--- config.mk ---
export PLATFORM = sky130hd
export DESIGN_NAME = pipe_stage_reg
export DESIGN_NICKNAME = d
export VERILOG_FILES = /design/src/rtl/pipe_pkg.sv /design/src/rtl/pipe_entry_reg.sv /design/src/rtl/pipe_stage_reg.sv
export SDC_FILE = /design/constraint.sdc
export NUM_CORES = 1
export LEC_CHECK = 0
export ABC_AREA = 1
export BUFFER_PORTS_ARGS = -buffer_cell sky130_fd_sc_hd__clkbuf_2
export CORE_UTILIZATION = 46
export CTS_CLUSTER_SIZE = 25
export DETAILED_ROUTE_END_ITERATION = 7
export HOLD_SLACK_MARGIN = 0.05
export PLACE_DENSITY = 0.74
export SLEW_MARGIN = 20
export SYNTH_ARGS = -nofsm -noshare
export SYNTH_HDL_FRONTEND = slang
export SYNTH_SLANG_ARGS = --single-unit
--- constraint.sdc ---
create_clock -name clk -period 1.8 [get_ports clk]
set_input_delay 0.18 -clock clk [delete_from_list [all_inputs] [get_ports clk]]
set_output_delay 0.18 -clock clk [all_outputs]
set_load 0.1 [all_outputs]
--- src/rtl/pipe_pkg.sv ---
`default_nettype none
// ============================================================================
// Module      : pipe_pkg
// Description : Shared constants for the five-stage core pipeline registers:
//               NOP instruction, per-stage control widths, per-stage kill
//               masks and the stage occupancy / state encoding.
// Revision    : 1.0 - initial release
// ============================================================================
package pipe_pkg;

    // Instruction presented by a stage that holds no valid entry.
    localparam logic [15:0] c_NOP_INSTR = 16'h0800;

    // Per-stage control word widths.
    localparam int c_IDEX_CTRL_W  = 24;
    localparam int c_EXMEM_CTRL_W = 24;

    // Side-effecting control bits (RegWrite, DMemEn, DMemWrite, Halt) that
    // must read 0 whenever the stage presents a bubble.
    localparam logic [23:0] c_IDEX_KILL  = 24'h00000F;
    localparam logic [23:0] c_EXMEM_KILL = 24'h00000F;

    // Occupancy encoding; it doubles as the handshake state encoding so the
    // occupancy output is the state register itself.
    localparam int          c_OCC_W     = 2;
    localparam logic [1:0]  c_OCC_EMPTY = 2'd0;
    localparam logic [1:0]  c_OCC_ONE   = 2'd1;
    localparam logic [1:0]  c_OCC_TWO   = 2'd2;

endpackage : pipe_pkg
`default_nettype wire

--- src/rtl/pipe_entry_reg.sv ---
`default_nettype none
// ============================================================================
// Module      : pipe_entry_reg
// Description : One pipeline entry (payload + control + instruction) with
//               load enable and synchronous clear.
// Ports       : clk, rst       - clock, synchronous active-high reset
//               i_clr          - synchronous clear (wins over load)
//               i_load         - capture i_data/i_ctrl/i_instr
//               o_data/o_ctrl/o_instr - stored entry
// Revision    : 1.0 - initial release
// ============================================================================
module pipe_entry_reg #(
    parameter int DATA_W  = 48,
    parameter int CTRL_W  = 24,
    parameter int INSTR_W = 16
) (
    input  logic               clk,
    input  logic               rst,
    input  logic               i_clr,
    input  logic               i_load,
    input  logic [DATA_W-1:0]  i_data,
    input  logic [CTRL_W-1:0]  i_ctrl,
    input  logic [INSTR_W-1:0] i_instr,
    output logic [DATA_W-1:0]  o_data,
    output logic [CTRL_W-1:0]  o_ctrl,
    output logic [INSTR_W-1:0] o_instr
);

    logic [DATA_W-1:0]  r_data;
    logic [CTRL_W-1:0]  r_ctrl;
    logic [INSTR_W-1:0] r_instr;

    always_ff @(posedge clk) begin
        if (rst || i_clr) begin
            r_data  <= '0;
            r_ctrl  <= '0;
            r_instr <= '0;
        end else if (i_load) begin
            r_data  <= i_data;
            r_ctrl  <= i_ctrl;
            r_instr <= i_instr;
        end
    end

    assign o_data  = r_data;
    assign o_ctrl  = r_ctrl;
    assign o_instr = r_instr;

endmodule : pipe_entry_reg
`default_nettype wire

--- src/rtl/pipe_stage_reg.sv ---
`default_nettype none
// ============================================================================
// Module      : pipe_stage_reg
// Description : Parametrised pipeline-stage register with valid/ready
//               handshake, optional two-entry skid buffer and bubble
//               insertion (masked control, NOP instruction when empty).
// Ports       : clk, rst                     - clock, sync active-high reset
//               in_valid/in_ready            - upstream handshake
//               in_data/in_ctrl/in_instr     - upstream entry
//               flush                        - drop held + incoming entries
//               out_valid/out_ready          - downstream handshake
//               out_data/out_ctrl/out_instr  - head entry (bubble if invalid)
//               occupancy                    - entries held (0..2)
// Revision    : 1.0 - initial release
// ============================================================================
module pipe_stage_reg
    import pipe_pkg::*;
#(
    parameter int                  DATA_W    = 48,
    parameter int                  CTRL_W    = 24,
    parameter int                  INSTR_W   = 16,
    parameter logic [INSTR_W-1:0]  NOP_INSTR = c_NOP_INSTR,
    parameter logic [CTRL_W-1:0]   KILL_MASK = '0,
    parameter bit                  SKID_EN   = 1'b1
) (
    input  logic               clk,
    input  logic               rst,
    input  logic               in_valid,
    output logic               in_ready,
    input  logic [DATA_W-1:0]  in_data,
    input  logic [CTRL_W-1:0]  in_ctrl,
    input  logic [INSTR_W-1:0] in_instr,
    input  logic               flush,
    output logic               out_valid,
    input  logic               out_ready,
    output logic [DATA_W-1:0]  out_data,
    output logic [CTRL_W-1:0]  out_ctrl,
    output logic [INSTR_W-1:0] out_instr,
    output logic [1:0]         occupancy
);

    logic [c_OCC_W-1:0] r_state;
    logic [c_OCC_W-1:0] w_stateNext;
    logic               w_accept;
    logic               w_drain;
    logic               w_headLoad;
    logic               w_headFromSkid;
    logic               w_skidLoad;

    logic [DATA_W-1:0]  w_headData,  w_skidData,  w_headDataIn;
    logic [CTRL_W-1:0]  w_headCtrl,  w_skidCtrl,  w_headCtrlIn;
    logic [INSTR_W-1:0] w_headInstr, w_skidInstr, w_headInstrIn;

    assign w_accept = in_valid & in_ready;
    assign w_drain  = out_valid & out_ready;

    // ------------------------------------------------------------------
    // Handshake state machine (state == occupancy)
    // ------------------------------------------------------------------
    always_ff @(posedge clk) begin
        if (rst) begin
            r_state <= c_OCC_EMPTY;
        end else begin
            r_state <= w_stateNext;
        end
    end

    always_comb begin
        w_stateNext    = r_state;
        w_headLoad     = 1'b0;
        w_headFromSkid = 1'b0;
        w_skidLoad     = 1'b0;
        if (flush) begin
            // Accept this cycle is dropped; a drain of the current head still
            // counts downstream, the stage simply ends up empty.
            w_stateNext = c_OCC_EMPTY;
        end else begin
            case (r_state)
                c_OCC_EMPTY: begin
                    if (w_accept) begin
                        w_stateNext = c_OCC_ONE;
                        w_headLoad  = 1'b1;
                    end
                end
                c_OCC_ONE: begin
                    if (w_accept && w_drain) begin
                        w_headLoad = 1'b1;
                    end else if (w_accept && SKID_EN) begin
                        // Without the skid buffer in_ready is low here, so
                        // this branch is only reachable with SKID_EN set.
                        w_stateNext = c_OCC_TWO;
                        w_skidLoad  = 1'b1;
                    end else if (w_drain) begin
                        w_stateNext = c_OCC_EMPTY;
                    end
                end
                c_OCC_TWO: begin
                    if (w_drain) begin
                        w_stateNext    = c_OCC_ONE;
                        w_headLoad     = 1'b1;
                        w_headFromSkid = 1'b1;
                    end
                end
                default: begin
                    w_stateNext = c_OCC_EMPTY;
                end
            endcase
        end
    end

    // ------------------------------------------------------------------
    // Ready generation
    // ------------------------------------------------------------------
    generate
        if (SKID_EN) begin : g_skidReady
            // Registered ready: low only while both entries are occupied.
            logic r_inReady;
            always_ff @(posedge clk) begin
                if (rst) begin
                    r_inReady <= 1'b1;
                end else begin
                    r_inReady <= (w_stateNext != c_OCC_TWO);
                end
            end
            assign in_ready = r_inReady;
        end else begin : g_passReady
            assign in_ready = ~out_valid | out_ready;
        end
    endgenerate

    // ------------------------------------------------------------------
    // Entry storage
    // ------------------------------------------------------------------
    assign w_headDataIn  = w_headFromSkid ? w_skidData  : in_data;
    assign w_headCtrlIn  = w_headFromSkid ? w_skidCtrl  : in_ctrl;
    assign w_headInstrIn = w_headFromSkid ? w_skidInstr : in_instr;

    // The head is not cleared by flush so that out_data keeps its last value.
    pipe_entry_reg #(
        .DATA_W  (DATA_W),
        .CTRL_W  (CTRL_W),
        .INSTR_W (INSTR_W)
    ) u_head (
        .clk     (clk),
        .rst     (rst),
        .i_clr   (1'b0),
        .i_load  (w_headLoad),
        .i_data  (w_headDataIn),
        .i_ctrl  (w_headCtrlIn),
        .i_instr (w_headInstrIn),
        .o_data  (w_headData),
        .o_ctrl  (w_headCtrl),
        .o_instr (w_headInstr)
    );

    pipe_entry_reg #(
        .DATA_W  (DATA_W),
        .CTRL_W  (CTRL_W),
        .INSTR_W (INSTR_W)
    ) u_skid (
        .clk     (clk),
        .rst     (rst),
        .i_clr   (flush),
        .i_load  (w_skidLoad),
        .i_data  (in_data),
        .i_ctrl  (in_ctrl),
        .i_instr (in_instr),
        .o_data  (w_skidData),
        .o_ctrl  (w_skidCtrl),
        .o_instr (w_skidInstr)
    );

    // ------------------------------------------------------------------
    // Outputs with bubble insertion
    // ------------------------------------------------------------------
    assign out_valid = (r_state != c_OCC_EMPTY);
    assign occupancy = r_state;
    assign out_data  = w_headData;
    assign out_ctrl  = out_valid ? w_headCtrl : (w_headCtrl & ~KILL_MASK);
    assign out_instr = out_valid ? w_headInstr : NOP_INSTR;

endmodule : pipe_stage_reg
`default_nettype wire

==> results.md <==
* Die width at 137 microns
* Largest net degree at the start of global routing at 89
* Fmax at 588 MHz
* DRC viols at 0
* Sw Pwr at 3.36 mW
* Fillers at 1565
* Critical path's largest stage delay at 380 ps
* Crit-path leading delay family: buffers and inverters
* Hold Buf Count CTS at 85
* CTS max path bufs at 2
* Clock buffer count from CTS at 17
* Flop pwr share at 41.3%
* Final worst slack at 99.7 ps
* Power per cell area at 895 mW/mm^2
* Crit Path Class: reg -> out
* Skew final at 7.48 ps
* # port buffers at 184
* Placed cells at 1633
* Worst-skew pair later-pin latency at 430 ps
* Synthesized flop and latch total at 179
* Maximum VDD drop at 0.669 mV
* CP Launch Type: register
* RSZ-0062 raised after global routing: no
* Iter 0 DRT Violations at 916
* Nets at 1601
* Rows at 49
* Core area at 0.0180 sq mm
* Layout cell share with drive strength beyond 1 at 18.0%
* Die Area at 0.0189 sq mm
* Most common cell after layout, fill and taps aside: nand2_1
* Synth Area per Inst at 6.47 sq um
* Critical Path AT at 1520 ps
* Slowest CP cell: dfxtp_4
* Max-slew headroom at the worst pin at 60.8%
* All-layer global routing usage at 26.6%
* Hold Fails Final Rpt at 0
* Worst Hold Class: in -> reg
* Clock Sinks at 179
* Least-Margin Pin Slew at 590 ps
* Max-slew violations at 0
* Post-CTS Setup Bufs at 0
* Area Overhead vs Synth at 34.6%
* Initial core utilization at 46.9%
* Syn_nets at 1397
* Post-Layout Inst Area at 0.0113 sq mm
* Die H at 137 microns
* Htree depth at 4
* Final ANT Viol Nets at 0
* CP bufs+invs at 4
* Via density at 5.25
* Gr ovfl total at 0
* Register area at 0.00359 sq mm
* Antenna Cells at 0
* Synthesis Warnings at 0
* CTS tree: yes
* Most frequent cells in the layout: nand2_1 (362), nor2_1 (178), nand3_1 (176), dfxtp_1 (176), clkbuf_2 (169)
* Global placement routability congestion at 0.786
* Min Tclk post-route at 1700 ps
* Sw frac at 33.1%
* Placed Area at 0.00991 sq mm
* Ports at 185
* DRT Pass-1 Iters at 5
* Area of the multi-input gates at 0.00416 sq mm
* Critical-path maximum fanout at 15
* Initial antenna violation count at 0
* Sequential area share after synthesis at 42.5%
* CTS root buf: clkbuf_16
* Combinational power share at 22.1%
* Post-CTS sizing at 0
* Worst Setup End Kind: output pin
* Total setup violations reported at the end of the flow at 0
* Most common cell on crit path: buf_12
* Clock power share at 36.7%
* CP Cell Sequence: inv_2 > nand2_8 > inv_1 > buf_12 > nor2_2 > buf_12
* Final WL at 25000 microns
* CTS clk-pin slew, worst paths at 70 ps
* MaxCap Viol Count at 0
* Mapped Area at 0.00843 sq mm
* Routed len/inst at 14.3 microns
* Yosys cell types at 15
* Post-detail-place hpwl at 14000 microns
* Via count at 9187
* Global-route wire length before repair at 39800 microns
* Pleak at 5.19 nW
* Pre-CTS setup slack at 255 ps
* Synth Instances at 1304
* Outcome: completed
* Non-filler cells, final at 1750
* Vias in the first global route at 7883
* Critical Path RT at 1620 ps
* Fin crit share at 94.5%
* Cell Int Power at 6.79 mW
cells in the mapped netlist (all sizes together):
master / count / area, sq um
nand4: 88 / 551
a21oi: 88 / 440
nand2: 365 / 1370
dfxtp: 179 / 3580
buf: 52 / 243
clkbuf: 59 / 221
inv: 97 / 364
nor2: 196 / 753
nor3: 2 / 10.0
nand3: 178 / 896
per-layer routing:
layer  vias to the layer above  wire length (microns)  track usage, %
met5                         -                      0               0
met1                      4160                  10800            35.0
li1                       4583                      -               -
met3                        55                   1440            4.05
met4                         0                    685            11.4
met2                       389                  12100            42.9
area by class of cell:
type	instances	share of cell area, %
repair buffers	296	20.7
clock buffers	20	4.02
flip-flops and latches	179	31.7
inverters	97	3.22
multi-input cells	917	36.7
clock inverters	12	1.15
well taps	229	2.53
sequential cells by signal (all words and copies together) (netlist names):
signal,cells
u_skid.o_ctrl,24
u_head.o_instr,16
u_head.o_data,48
u_skid.o_instr,16
u_skid.o_data,48
u_head.o_ctrl,24
in_ready,1
occupancy,2
power groups by stage:
stage / registers [mW] / logic (mW) / clock network, mW
floorplan: 5.13 / 0.731 / 0
global placement: 4.27 / 2.07 / 0
detailed placement: 4.28 / 2.08 / 0
CTS: 4.19 / 2.23 / 3.78
global route: 4.20 / 2.39 / 3.94
finish: 4.19 / 2.24 / 3.72
path summary, 6_finish.rpt:
path                                               startpoint                              to  slack, ps  depth (start not counted)
worst max-delay path                  occupancy[0]$_SDFF_PP0_                    out_instr[3]        100                          6
worst min-delay path                              in_data[15]  u_skid.o_data[15]$_SDFFE_PP0P_         60                          3
worst max register to register        occupancy[1]$_SDFF_PP0_  u_head.o_ctrl[13]$_SDFFE_PP0P_        220                          8
worst min register to register  u_skid.o_data[2]$_SDFFE_PP0P_   u_skid.o_data[2]$_SDFFE_PP0P_        470                          2
cell families (layout without fill, tap and decap cells):
logic type,Yosys count,in the layout,share of synthesized area (%)
compound gates,88,88,5.22
buf+inv,208,425,9.82
flops,179,179,42.5
simple gates,829,829,42.5
through the flow:
step                      util (%)  hold WS [ps]  TNS, ps  total power [mW]
after floorplan                  -           247    -2690              5.86
after global placement        55.2           376        0              6.34
after detailed placement      55.2           376        0              6.35
after CTS                     63.2          51.0        0              10.2
after global routing          63.2          54.3        0              10.5
final                         63.2          60.2        0              10.2
worst reg2reg max path: stages, from the launching register on:
cell     delay, ps
dfxtp_4        370
inv_2           80
nor2_4         160
nand2_4        200
nand2_1        140
inv_2           50
buf_12         180
nor2_1         230
nor2_1          50
Power figures use the tool's default switching activity.
